===== src/rtl/cpu_pkg.sv =====
// Shared definitions for the execute stage: datapath width, ALU opcodes and
// the multiply/divide FSM state type.
package cpu_pkg;

  localparam int XLEN = 32;

  localparam logic [4:0] ALU_ADD   = 5'd0;
  localparam logic [4:0] ALU_SUB   = 5'd1;
  localparam logic [4:0] ALU_AND   = 5'd2;
  localparam logic [4:0] ALU_OR    = 5'd3;
  localparam logic [4:0] ALU_XOR   = 5'd4;
  localparam logic [4:0] ALU_SLL   = 5'd5;
  localparam logic [4:0] ALU_SRL   = 5'd6;
  localparam logic [4:0] ALU_SRA   = 5'd7;
  localparam logic [4:0] ALU_SLT   = 5'd8;
  localparam logic [4:0] ALU_SLTU  = 5'd9;
  localparam logic [4:0] ALU_MUL   = 5'd10;
  localparam logic [4:0] ALU_DIVU  = 5'd11;
  localparam logic [4:0] ALU_REMU  = 5'd12;
  localparam logic [4:0] ALU_BEQ   = 5'd13;
  localparam logic [4:0] ALU_BNE   = 5'd14;
  localparam logic [4:0] ALU_PASSB = 5'd15;

  typedef enum logic [1:0] {
    MD_IDLE,
    MD_BUSY,
    MD_DONE
  } md_state_t;

  function automatic logic is_md_op(input logic [4:0] op);
    return (op == ALU_MUL) || (op == ALU_DIVU) || (op == ALU_REMU);
  endfunction

endpackage


===== src/rtl/ex_stage_if.sv =====
// ID/EX inputs, MEM/WB forwarding source and EX/MEM outputs of the execute
// stage; the slave side is the stage itself, the master side its environment.
interface ex_stage_if;
  import cpu_pkg::*;

  logic            id_ex_valid;
  logic [XLEN-1:0] id_ex_pc;
  logic [XLEN-1:0] read1_data;
  logic [XLEN-1:0] read2_data;
  logic [63:0]     imm;
  logic [4:0]      id_ex_rs1;
  logic [4:0]      id_ex_rs2;
  logic [4:0]      id_ex_rd;
  logic            RegWrite;
  logic            MemtoReg;
  logic            MemWrite;
  logic            MemRead;
  logic            Branch;
  logic            ALUSrc;
  logic [4:0]      ALUOp;
  logic            wb_regwrite;
  logic [4:0]      wb_rd;
  logic [XLEN-1:0] wb_data;

  logic            ex_busy;
  logic            branch_taken;
  logic [XLEN-1:0] branch_target;
  logic            ex_mem_valid;
  logic            ex_mem_RegWrite;
  logic            ex_mem_MemtoReg;
  logic            ex_mem_MemWrite;
  logic            ex_mem_MemRead;
  logic [XLEN-1:0] ex_mem_alu_result;
  logic [XLEN-1:0] ex_mem_store_data;
  logic [4:0]      ex_mem_rd;

  modport master (
    output id_ex_valid, id_ex_pc, read1_data, read2_data, imm,
           id_ex_rs1, id_ex_rs2, id_ex_rd,
           RegWrite, MemtoReg, MemWrite, MemRead, Branch, ALUSrc, ALUOp,
           wb_regwrite, wb_rd, wb_data,
    input  ex_busy, branch_taken, branch_target,
           ex_mem_valid, ex_mem_RegWrite, ex_mem_MemtoReg, ex_mem_MemWrite,
           ex_mem_MemRead, ex_mem_alu_result, ex_mem_store_data, ex_mem_rd
  );

  modport slave (
    input  id_ex_valid, id_ex_pc, read1_data, read2_data, imm,
           id_ex_rs1, id_ex_rs2, id_ex_rd,
           RegWrite, MemtoReg, MemWrite, MemRead, Branch, ALUSrc, ALUOp,
           wb_regwrite, wb_rd, wb_data,
    output ex_busy, branch_taken, branch_target,
           ex_mem_valid, ex_mem_RegWrite, ex_mem_MemtoReg, ex_mem_MemWrite,
           ex_mem_MemRead, ex_mem_alu_result, ex_mem_store_data, ex_mem_rd
  );

endinterface


===== src/rtl/muldiv_iter.sv =====
// Iterative unsigned multiplier / restoring divider, one step per cycle.
// Result is held combinationally while the FSM sits in DONE.
module muldiv_iter
  import cpu_pkg::*;
#(
  parameter int MD_CYCLES = 32
) (
  input  logic            clk,
  input  logic            rst,
  input  logic            start,
  input  logic [4:0]      op,
  input  logic [XLEN-1:0] a,
  input  logic [XLEN-1:0] b,
  output logic            busy,
  output logic            done,
  output logic [XLEN-1:0] result
);

  localparam int CNT_W = $clog2(MD_CYCLES);

  md_state_t        state, state_nxt;
  logic [CNT_W-1:0] cnt;
  logic [4:0]       op_p0;
  logic [XLEN-1:0]  opa_p0, opb_p0, acc_p0;
  logic [XLEN:0]    rem_shift;
  logic             rem_ge;

  always_ff @(posedge clk or negedge rst) begin
    if (!rst) begin
      state <= MD_IDLE;
      cnt   <= '0;
    end else begin
      state <= state_nxt;
      if (state == MD_BUSY) cnt <= cnt + CNT_W'(1);
      else                  cnt <= '0;
    end
  end

  always_comb begin
    state_nxt = state;
    case (state)
      MD_IDLE: if (start) state_nxt = MD_BUSY;
      MD_BUSY: if (cnt == CNT_W'(MD_CYCLES - 1)) state_nxt = MD_DONE;
      MD_DONE: state_nxt = MD_IDLE;
      default: state_nxt = MD_IDLE;
    endcase
  end

  // opa: multiplicand (mul) or dividend shifting into quotient (div); acc: product or remainder
  always_comb begin
    rem_shift = {acc_p0, opa_p0[XLEN-1]};
    rem_ge    = rem_shift >= {1'b0, opb_p0};
  end

  always_ff @(posedge clk) begin
    if (state == MD_IDLE && start) begin
      op_p0  <= op;
      opa_p0 <= a;
      opb_p0 <= b;
      acc_p0 <= '0;
    end else if (state == MD_BUSY) begin
      if (op_p0 == ALU_MUL) begin
        if (opb_p0[0]) acc_p0 <= acc_p0 + opa_p0;
        opa_p0 <= opa_p0 << 1;
        opb_p0 <= opb_p0 >> 1;
      end else begin
        acc_p0 <= rem_ge ? XLEN'(rem_shift - {1'b0, opb_p0}) : rem_shift[XLEN-1:0];
        opa_p0 <= {opa_p0[XLEN-2:0], rem_ge};
      end
    end
  end

  assign busy   = (state == MD_BUSY);
  assign done   = (state == MD_DONE);
  assign result = (op_p0 == ALU_DIVU) ? opa_p0 : acc_p0;

endmodule


===== src/rtl/ex_stage.sv =====
// Execute stage: operand forwarding, single-cycle ALU and branch compare,
// iterative mul/div with front-end stall, and the EX/MEM pipeline register.
module ex_stage
  import cpu_pkg::*;
#(
  parameter int MD_CYCLES = 32
) (
  input  logic      clk,
  input  logic      rst,
  ex_stage_if.slave ifc
);

  logic [XLEN-1:0]        fwd_a, fwd_b, op_b, md_result, alu_res_p0;
  logic signed [XLEN-1:0] a_s, b_s;
  logic                   exm_fwd_ok, wb_fwd_ok, md_start, md_busy, md_done;
  logic                   br_cond, busy, unused_imm_hi;

  logic                   vld_p1, regwrite_p1, memtoreg_p1, memwrite_p1, memread_p1;
  logic [XLEN-1:0]        result_p1, store_p1;
  logic [4:0]             rd_p1;

  assign unused_imm_hi = ^ifc.imm[63:XLEN];

  // Load results are not yet available in EX/MEM, so they never forward from there
  assign exm_fwd_ok = vld_p1 && regwrite_p1 && (rd_p1 != 5'd0) && !memread_p1;
  assign wb_fwd_ok  = ifc.wb_regwrite && (ifc.wb_rd != 5'd0);

  always_comb begin
    fwd_a = ifc.read1_data;
    if (exm_fwd_ok && rd_p1 == ifc.id_ex_rs1)            fwd_a = result_p1;
    else if (wb_fwd_ok && ifc.wb_rd == ifc.id_ex_rs1)    fwd_a = ifc.wb_data;
    fwd_b = ifc.read2_data;
    if (exm_fwd_ok && rd_p1 == ifc.id_ex_rs2)            fwd_b = result_p1;
    else if (wb_fwd_ok && ifc.wb_rd == ifc.id_ex_rs2)    fwd_b = ifc.wb_data;
  end

  assign op_b = ifc.ALUSrc ? ifc.imm[XLEN-1:0] : fwd_b;
  assign a_s  = $signed(fwd_a);
  assign b_s  = $signed(op_b);

  // Only an idle engine accepts an op; in DONE the held instruction is the one completing
  assign md_start = rst && ifc.id_ex_valid && is_md_op(ifc.ALUOp) && !md_busy && !md_done;
  assign busy     = rst && (md_start || md_busy);

  muldiv_iter #(.MD_CYCLES(MD_CYCLES)) u_muldiv (
    .clk    (clk),
    .rst    (rst),
    .start  (md_start),
    .op     (ifc.ALUOp),
    .a      (fwd_a),
    .b      (op_b),
    .busy   (md_busy),
    .done   (md_done),
    .result (md_result)
  );

  always_comb begin
    alu_res_p0 = '0;
    case (ifc.ALUOp)
      ALU_ADD:   alu_res_p0 = fwd_a + op_b;
      ALU_SUB:   alu_res_p0 = fwd_a - op_b;
      ALU_AND:   alu_res_p0 = fwd_a & op_b;
      ALU_OR:    alu_res_p0 = fwd_a | op_b;
      ALU_XOR:   alu_res_p0 = fwd_a ^ op_b;
      ALU_SLL:   alu_res_p0 = fwd_a << op_b[4:0];
      ALU_SRL:   alu_res_p0 = fwd_a >> op_b[4:0];
      ALU_SRA:   alu_res_p0 = a_s >>> op_b[4:0];
      ALU_SLT:   alu_res_p0 = {{(XLEN-1){1'b0}}, a_s < b_s};
      ALU_SLTU:  alu_res_p0 = {{(XLEN-1){1'b0}}, fwd_a < op_b};
      ALU_MUL,
      ALU_DIVU,
      ALU_REMU:  alu_res_p0 = md_result;
      ALU_PASSB: alu_res_p0 = op_b;
      default:   alu_res_p0 = '0;
    endcase
  end

  always_comb begin
    br_cond = 1'b0;
    if (ifc.ALUOp == ALU_BEQ)      br_cond = (fwd_a == fwd_b);
    else if (ifc.ALUOp == ALU_BNE) br_cond = (fwd_a != fwd_b);
  end

  assign ifc.ex_busy       = busy;
  assign ifc.branch_taken  = rst && ifc.id_ex_valid && ifc.Branch && !busy && br_cond;
  assign ifc.branch_target = rst ? ifc.id_ex_pc + ifc.imm[XLEN-1:0] : '0;

  // EX/MEM boundary: bubble while stalled, data held so a stall leaves no glitch downstream
  always_ff @(posedge clk or negedge rst) begin
    if (!rst) begin
      vld_p1      <= 1'b0;
      regwrite_p1 <= 1'b0;
      memtoreg_p1 <= 1'b0;
      memwrite_p1 <= 1'b0;
      memread_p1  <= 1'b0;
      result_p1   <= '0;
      store_p1    <= '0;
      rd_p1       <= '0;
    end else if (busy) begin
      vld_p1      <= 1'b0;
      regwrite_p1 <= 1'b0;
      memtoreg_p1 <= 1'b0;
      memwrite_p1 <= 1'b0;
      memread_p1  <= 1'b0;
    end else begin
      vld_p1      <= ifc.id_ex_valid;
      regwrite_p1 <= ifc.id_ex_valid && ifc.RegWrite;
      memtoreg_p1 <= ifc.id_ex_valid && ifc.MemtoReg;
      memwrite_p1 <= ifc.id_ex_valid && ifc.MemWrite;
      memread_p1  <= ifc.id_ex_valid && ifc.MemRead;
      result_p1   <= alu_res_p0;
      store_p1    <= fwd_b;
      rd_p1       <= ifc.id_ex_rd;
    end
  end

  assign ifc.ex_mem_valid      = vld_p1;
  assign ifc.ex_mem_RegWrite   = regwrite_p1;
  assign ifc.ex_mem_MemtoReg   = memtoreg_p1;
  assign ifc.ex_mem_MemWrite   = memwrite_p1;
  assign ifc.ex_mem_MemRead    = memread_p1;
  assign ifc.ex_mem_alu_result = result_p1;
  assign ifc.ex_mem_store_data = store_p1;
  assign ifc.ex_mem_rd         = rd_p1;

endmodule

===== src/flat_wrapper.sv =====
// flat-port wrapper written by rule: the top's interface ports become plain ports
module ex_stage_flat import cpu_pkg::*;
#(
  parameter int MD_CYCLES = 32
)
  (clk, rst, ifc_id_ex_valid, ifc_id_ex_pc, ifc_read1_data, ifc_read2_data, ifc_imm, ifc_id_ex_rs1, ifc_id_ex_rs2, ifc_id_ex_rd, ifc_RegWrite, ifc_MemtoReg, ifc_MemWrite, ifc_MemRead, ifc_Branch, ifc_ALUSrc, ifc_ALUOp, ifc_wb_regwrite, ifc_wb_rd, ifc_wb_data, ifc_ex_busy, ifc_branch_taken, ifc_branch_target, ifc_ex_mem_valid, ifc_ex_mem_RegWrite, ifc_ex_mem_MemtoReg, ifc_ex_mem_MemWrite, ifc_ex_mem_MemRead, ifc_ex_mem_alu_result, ifc_ex_mem_store_data, ifc_ex_mem_rd);
  ex_stage_if ifc_i ();
  input  logic clk;
  input  logic rst;
  input wire logic [$bits(ifc_i.id_ex_valid)-1:0] ifc_id_ex_valid;
  input wire logic [$bits(ifc_i.id_ex_pc)-1:0] ifc_id_ex_pc;
  input wire logic [$bits(ifc_i.read1_data)-1:0] ifc_read1_data;
  input wire logic [$bits(ifc_i.read2_data)-1:0] ifc_read2_data;
  input wire logic [$bits(ifc_i.imm)-1:0] ifc_imm;
  input wire logic [$bits(ifc_i.id_ex_rs1)-1:0] ifc_id_ex_rs1;
  input wire logic [$bits(ifc_i.id_ex_rs2)-1:0] ifc_id_ex_rs2;
  input wire logic [$bits(ifc_i.id_ex_rd)-1:0] ifc_id_ex_rd;
  input wire logic [$bits(ifc_i.RegWrite)-1:0] ifc_RegWrite;
  input wire logic [$bits(ifc_i.MemtoReg)-1:0] ifc_MemtoReg;
  input wire logic [$bits(ifc_i.MemWrite)-1:0] ifc_MemWrite;
  input wire logic [$bits(ifc_i.MemRead)-1:0] ifc_MemRead;
  input wire logic [$bits(ifc_i.Branch)-1:0] ifc_Branch;
  input wire logic [$bits(ifc_i.ALUSrc)-1:0] ifc_ALUSrc;
  input wire logic [$bits(ifc_i.ALUOp)-1:0] ifc_ALUOp;
  input wire logic [$bits(ifc_i.wb_regwrite)-1:0] ifc_wb_regwrite;
  input wire logic [$bits(ifc_i.wb_rd)-1:0] ifc_wb_rd;
  input wire logic [$bits(ifc_i.wb_data)-1:0] ifc_wb_data;
  output wire logic [$bits(ifc_i.ex_busy)-1:0] ifc_ex_busy;
  output wire logic [$bits(ifc_i.branch_taken)-1:0] ifc_branch_taken;
  output wire logic [$bits(ifc_i.branch_target)-1:0] ifc_branch_target;
  output wire logic [$bits(ifc_i.ex_mem_valid)-1:0] ifc_ex_mem_valid;
  output wire logic [$bits(ifc_i.ex_mem_RegWrite)-1:0] ifc_ex_mem_RegWrite;
  output wire logic [$bits(ifc_i.ex_mem_MemtoReg)-1:0] ifc_ex_mem_MemtoReg;
  output wire logic [$bits(ifc_i.ex_mem_MemWrite)-1:0] ifc_ex_mem_MemWrite;
  output wire logic [$bits(ifc_i.ex_mem_MemRead)-1:0] ifc_ex_mem_MemRead;
  output wire logic [$bits(ifc_i.ex_mem_alu_result)-1:0] ifc_ex_mem_alu_result;
  output wire logic [$bits(ifc_i.ex_mem_store_data)-1:0] ifc_ex_mem_store_data;
  output wire logic [$bits(ifc_i.ex_mem_rd)-1:0] ifc_ex_mem_rd;
  assign ifc_i.id_ex_valid = ifc_id_ex_valid;
  assign ifc_i.id_ex_pc = ifc_id_ex_pc;
  assign ifc_i.read1_data = ifc_read1_data;
  assign ifc_i.read2_data = ifc_read2_data;
  assign ifc_i.imm = ifc_imm;
  assign ifc_i.id_ex_rs1 = ifc_id_ex_rs1;
  assign ifc_i.id_ex_rs2 = ifc_id_ex_rs2;
  assign ifc_i.id_ex_rd = ifc_id_ex_rd;
  assign ifc_i.RegWrite = ifc_RegWrite;
  assign ifc_i.MemtoReg = ifc_MemtoReg;
  assign ifc_i.MemWrite = ifc_MemWrite;
  assign ifc_i.MemRead = ifc_MemRead;
  assign ifc_i.Branch = ifc_Branch;
  assign ifc_i.ALUSrc = ifc_ALUSrc;
  assign ifc_i.ALUOp = ifc_ALUOp;
  assign ifc_i.wb_regwrite = ifc_wb_regwrite;
  assign ifc_i.wb_rd = ifc_wb_rd;
  assign ifc_i.wb_data = ifc_wb_data;
  assign ifc_ex_busy = ifc_i.ex_busy;
  assign ifc_branch_taken = ifc_i.branch_taken;
  assign ifc_branch_target = ifc_i.branch_target;
  assign ifc_ex_mem_valid = ifc_i.ex_mem_valid;
  assign ifc_ex_mem_RegWrite = ifc_i.ex_mem_RegWrite;
  assign ifc_ex_mem_MemtoReg = ifc_i.ex_mem_MemtoReg;
  assign ifc_ex_mem_MemWrite = ifc_i.ex_mem_MemWrite;
  assign ifc_ex_mem_MemRead = ifc_i.ex_mem_MemRead;
  assign ifc_ex_mem_alu_result = ifc_i.ex_mem_alu_result;
  assign ifc_ex_mem_store_data = ifc_i.ex_mem_store_data;
  assign ifc_ex_mem_rd = ifc_i.ex_mem_rd;
  ex_stage #(.MD_CYCLES(MD_CYCLES)) u_core (.clk(clk), .rst(rst), .ifc(ifc_i));
endmodule

===== config.mk =====
export PLATFORM = sky130hd
export DESIGN_NAME = ex_stage_flat
export DESIGN_NICKNAME = d
export VERILOG_FILES = /design/src/rtl/cpu_pkg.sv /design/src/rtl/ex_stage_if.sv /design/src/rtl/muldiv_iter.sv /design/src/rtl/ex_stage.sv /design/src/flat_wrapper.sv
export SDC_FILE = /design/constraint.sdc
export NUM_CORES = 1
export LEC_CHECK = 0
export BUFFER_PORTS_ARGS = -buffer_cell sky130_fd_sc_hd__buf_2
export CAP_MARGIN = 20
export CORE_MARGIN = 2
export CORE_UTILIZATION = 39
export DETAILED_ROUTE_END_ITERATION = 8
export GPL_TIMING_DRIVEN = 0
export PLACE_DENSITY = 0.58
export SKIP_LAST_GASP = 1
export SLEW_MARGIN = 5
export SYNTH_ARGS = -nofsm -noshare
export SYNTH_HDL_FRONTEND = slang
export SYNTH_SLANG_ARGS = --single-unit

===== constraint.sdc =====
create_clock -name clk -period 14.93 [get_ports clk]
set_input_delay 2.986 -clock clk [delete_from_list [all_inputs] [get_ports clk]]
set_output_delay 2.986 -clock clk [all_outputs]
set_load 0.02 [all_outputs]

==> results.tsv <==
stage	metric	value	unit
timing	pin slew with the least headroom to its limit	1230	ps
critical_path	sort of element at the start of the critical path	input pin	
global_routing	pin count of the biggest net entering global routing	48	
clock_network	post-CTS setup buffers	0	
timing	final total negative setup slack	0	ps
finish	area overhead of the layout relative to synthesis	14.8	%
logic_synthesis	count of different cell masters after synthesis	97	
timing	setup repair after global routing missed its margin	no	
critical_path	CP max FO	10	
die	area enclosed by the die boundary	64200	um^2
critical_path	gate family responsible for the most delay along the worst path	buffers and inverters	
logic_synthesis	sequential-to-total area share from yosys stat	19.6	%
timing	final number of max-transition violations	0	
job	number of violations of the max-capacitance limit	0	
logic_synthesis	yosys warns	0	
finish	Reg area	4740	um^2
clock_network	post-cts sizing count	0	
critical_path	R2R Path Start	u_core.ifc.ex_mem_rd[0]$_DFFE_PN0N_	
clock_network	clock latency on the worst-skew pair	510	ps
finish	Layout Cells excl Fill	4465	
finish	footprint of the multi-input gates	18200	um^2
timing	Relative slew margins	15.9	%
critical_path	arrival time at the worst endpoint	8830	ps
critical_path	worst setup path class	input pin to primary output	
clock_network	largest buffer count on any clock path	2	
detailed_routing	DR WL/cell	34.3	um
critical_path	Slowest Stage Delay on Critical Path	1010	ps
die	num rows	91	
clock_network	clock root cell	sky130_fd_sc_hd__clkbuf_16	
logic_synthesis	proportion of synthesized flip-flops having asynchronous set or reset	44.5	%
placement	total instance count after detailed placement	4424	
die	Std-Cell Core Area	61600	um^2
finish	fin nets	4035	
status	result of the run	finished clean	
detailed_routing	number of DRC markers in iteration 0	3963	
clock_network	CTS sink count	182	
timing	final count of hold timing violations	0	
clock_network	number of buffers added to fix hold violations after cts	0	
pwr	LEAKAGE	11.8	nW
critical_path	capturing element type of the critical path	primary output	
logic_synthesis	gate count after technology mapping	3247	
clock_network	number of CTS-inserted buffers	17	
pwr	Peak supply drop	0.0960	mV
worst_hold_path	class of the tightest hold or removal check	flip-flop to flip-flop	
detailed_routing	Initial DRT Pass Iterations	6	
global_routing	vias in the first global route	27921	
detailed_routing	Vias	29638	
global_routing	antenna violations before repair	8	
timing	max frequency	0.0846	GHz
critical_path	Critical path origin	ifc_wb_rd[0]	
clock_network	clock tree from TritonCTS	built	
die	initial core utilization	39.3	%
critical_path	required time worst endpoint	11940	ps
logic_synthesis	most used flip-flop cell after synthesis	sky130_fd_sc_hd__dfrtp_1	
global_routing	first-pass GRT wire length	211000	um
die	number of I/O pins	335	
finish	Final Core Density	45.2	%
critical_path	slowest cell on the critical path	sky130_fd_sc_hd__a31oi_1	
timing	endpoints failing setup	0	
finish	share of layout cells above drive strength 1	14.7	%
clock_network	Worst-path clk slew	80	ps
die	x dimension of the die	253	um
global_routing	global route total overflow	0	
critical_path	CP cell instances	buf_2, xnor2_1, and4_1, clkbuf_1, buf_2, buf_1, nand3_1, a31oi_1, inv_1, xnor2_1, nor4_1, nand4_1, nor4_2, mux2i_1, and3_1, buf_2	
logic_synthesis	number of nets produced by synthesis	3672	
timing	clock period minus final worst setup slack	11820	ps
pwr	total power divided by cell area	116	nW/um^2
logic_synthesis	Synth Register Bits	182	
timing	worst clock skew	20.7	ps
critical_path	Top cell by count, worst path	sky130_fd_sc_hd__buf_2	
clock_network	H-Tree Depth	4	
global_routing	Global Route Usage Sum	46.9	%
placement	Port Buffers	301	
finish	layout filler cell count	6545	
worst_hold_path	hold_sp	u_core.u_muldiv.cnt[0]$_DFF_PN0_	
logic_synthesis	average instance area after synthesis	7.46	um^2
critical_path	number of buffers and inverters on the critical path	6	
detailed_routing	# DRC	0	
timing	final clock period utilization by the worst path	79.1	%
die	die outline height	253	um
detailed_routing	count of antenna-violating nets left after detailed routing	0	
detailed_routing	total wire length	153000	um
placement	Post-DP HPWL	126000	um
placement	Routability Congestion	1.08	
logic_synthesis	netlist area before placement	24200	um^2
logic_synthesis	count of flip-flops with a built-in enable after synthesis	69	
detailed_routing	via density per instance	6.64	
logic make-up (layout without fill, tap and decap cells):
group	after synthesis	count (layout)	share of synthesized area (%)
simple gates	962	962	18.7
other cells	0	5	0
fa+ha+maj	198	198	10.4
mux	176	176	7.68
xor+xnor	159	159	5.75
flops	182	182	19.6
buf+inv	364	740	5.83
compound gates	1206	1206	32.2
where the power goes:
part / internal, W / switching [W] / total, W
registers: 0.000602 / 0.000134 / 0.000736
logic: 0.000724 / 0.00129 / 0.00202
clock network: 0.000221 / 0.000252 / 0.000473
state kept, by name, summed over array words and instances (netlist names):
name / cells
u_core.ifc.ex_mem_MemWrite: 1
u_core.ifc.ex_mem_MemRead: 1
u_core.u_muldiv.op_p0: 5
u_core.ifc.ex_mem_rd: 5
u_core.u_muldiv.cnt: 5
u_core.ifc.ex_mem_valid: 1
u_core.u_muldiv.acc_p0: 32
u_core.ifc.ex_mem_alu_result: 32
u_core.u_muldiv.opb_p0: 32
u_core.ifc.ex_mem_RegWrite: 1
u_core.ifc.ex_mem_MemtoReg: 1
u_core.u_muldiv.state: 2
u_core.ifc.ex_mem_store_data: 32
u_core.u_muldiv.opa_p0: 32
worst register-to-register path, cell delays in order (launching register included):
cell and delay (ps):
sky130_fd_sc_hd__dfrtp_1 460, sky130_fd_sc_hd__or4_4 580, sky130_fd_sc_hd__o211ai_2 440, sky130_fd_sc_hd__or2_1 170
sky130_fd_sc_hd__buf_2 230, sky130_fd_sc_hd__a311oi_1 190, sky130_fd_sc_hd__buf_2 250, sky130_fd_sc_hd__nor2_1 580
sky130_fd_sc_hd__buf_2 510, sky130_fd_sc_hd__buf_2 430, sky130_fd_sc_hd__buf_1 780, sky130_fd_sc_hd__ha_1 370
sky130_fd_sc_hd__o21ai_0 110, sky130_fd_sc_hd__a21oi_1 270, sky130_fd_sc_hd__a31oi_1 240, sky130_fd_sc_hd__a2111oi_0 730
sky130_fd_sc_hd__buf_1 220, sky130_fd_sc_hd__o21ai_0 260, sky130_fd_sc_hd__a2111oi_1 990, sky130_fd_sc_hd__o21ai_0 280
sky130_fd_sc_hd__and3_1 320, sky130_fd_sc_hd__nor4_1 720, sky130_fd_sc_hd__o211ai_1 160
Yosys cell counts, types with 59 or more instances:
library cell	number	area (um^2)
sky130_fd_sc_hd__clkbuf_1	146	548
sky130_fd_sc_hd__nand3_1	140	701
sky130_fd_sc_hd__a21o_1	59	443
sky130_fd_sc_hd__a21oi_1	311	1560
sky130_fd_sc_hd__ha_1	193	2410
sky130_fd_sc_hd__a31oi_1	75	469
sky130_fd_sc_hd__nand2_1	303	1140
sky130_fd_sc_hd__o21ai_0	260	1300
sky130_fd_sc_hd__inv_1	151	567
sky130_fd_sc_hd__dfrtp_1	81	2030
sky130_fd_sc_hd__xnor2_1	128	1120
sky130_fd_sc_hd__mux2_2	69	777
sky130_fd_sc_hd__nor3_1	94	470
sky130_fd_sc_hd__mux2i_1	105	1050
sky130_fd_sc_hd__edfxtp_1	69	2070
sky130_fd_sc_hd__nor2_1	214	803
routing by layer:
layer / vias up / GRT usage [%] / routed length, um
li1: 12906 / - / -
met1: 14222 / 57.1 / 59100
met2: 2026 / 69.9 / 63300
met3: 480 / 13.3 / 16800
met4: 4 / 35.3 / 13900
met5: - / 0 / 24
path summary, 6_finish.rpt:
check,end,slack (ps),depth (start not counted)
min in group asynchronous,u_core.ifc.ex_mem_valid$_DFF_PN0_,2520,1
worst min register to register,u_core.u_muldiv.cnt[0]$_DFF_PN0_,460,1
worst min-delay path,u_core.u_muldiv.cnt[0]$_DFF_PN0_,460,1
worst max-delay path,ifc_branch_taken,3110,16
worst max register to register,u_core.ifc.ex_mem_alu_result[27]$_DFFE_PN0N_,5500,22
max in group asynchronous,u_core.ifc.ex_mem_store_data[9]$_DFFE_PN0N_,11660,2
cell usage in the layout, fill, tap and decap left out, types with 33 or more instances in the layout:
cell                       instances
sky130_fd_sc_hd__edfxtp_1         69
sky130_fd_sc_hd__buf_2           331
sky130_fd_sc_hd__o211ai_1         46
sky130_fd_sc_hd__inv_1           151
sky130_fd_sc_hd__nor2_1          214
sky130_fd_sc_hd__a21o_1           59
sky130_fd_sc_hd__ha_1            193
sky130_fd_sc_hd__a31oi_1          66
sky130_fd_sc_hd__nor3_1           93
sky130_fd_sc_hd__mux2i_1         105
sky130_fd_sc_hd__a211oi_1         35
sky130_fd_sc_hd__mux2_2           69
sky130_fd_sc_hd__xnor2_1         128
sky130_fd_sc_hd__o21ai_0         257
sky130_fd_sc_hd__nand3_1         140
sky130_fd_sc_hd__o21ai_1          56
sky130_fd_sc_hd__a221oi_1         33
sky130_fd_sc_hd__buf_4            33
sky130_fd_sc_hd__dfrtp_1          81
sky130_fd_sc_hd__clkbuf_1        149
sky130_fd_sc_hd__o221ai_1         46
sky130_fd_sc_hd__o21bai_1         34
sky130_fd_sc_hd__a21oi_1         311
sky130_fd_sc_hd__nand2_1         303
stage by stage:
stage | setup WS [ps] | power (W) | cell area [um^2] | hold WS [ps]
6_report | 3110 | 0.00323 | 27800 | 460
5_1_grt | 3330 | 0.00336 | 27800 | 497
4_1_cts | 3020 | 0.00314 | 27800 | 464
3_5_place_dp | 3040 | 0.00267 | 27200 | 452
3_3_place_gp | 2540 | 0.00266 | 26800 | 448
2_1_floorplan | 5930 | 0.00199 | 24200 | 433
cell type report:
type / count / share of cell area, %
inverter: 158 / 2.13
multi-input combinational: 2701 / 65.4
sequential: 182 / 17.0
tap: 837 / 3.76
timing repair buffer: 344 / 6.74
antenna: 5 / 0.0450
clock buffer: 21 / 1.62
clock inverter: 11 / 0.333
buffer: 206 / 2.95
No activity file was read; power rests on OpenSTA's default activity.
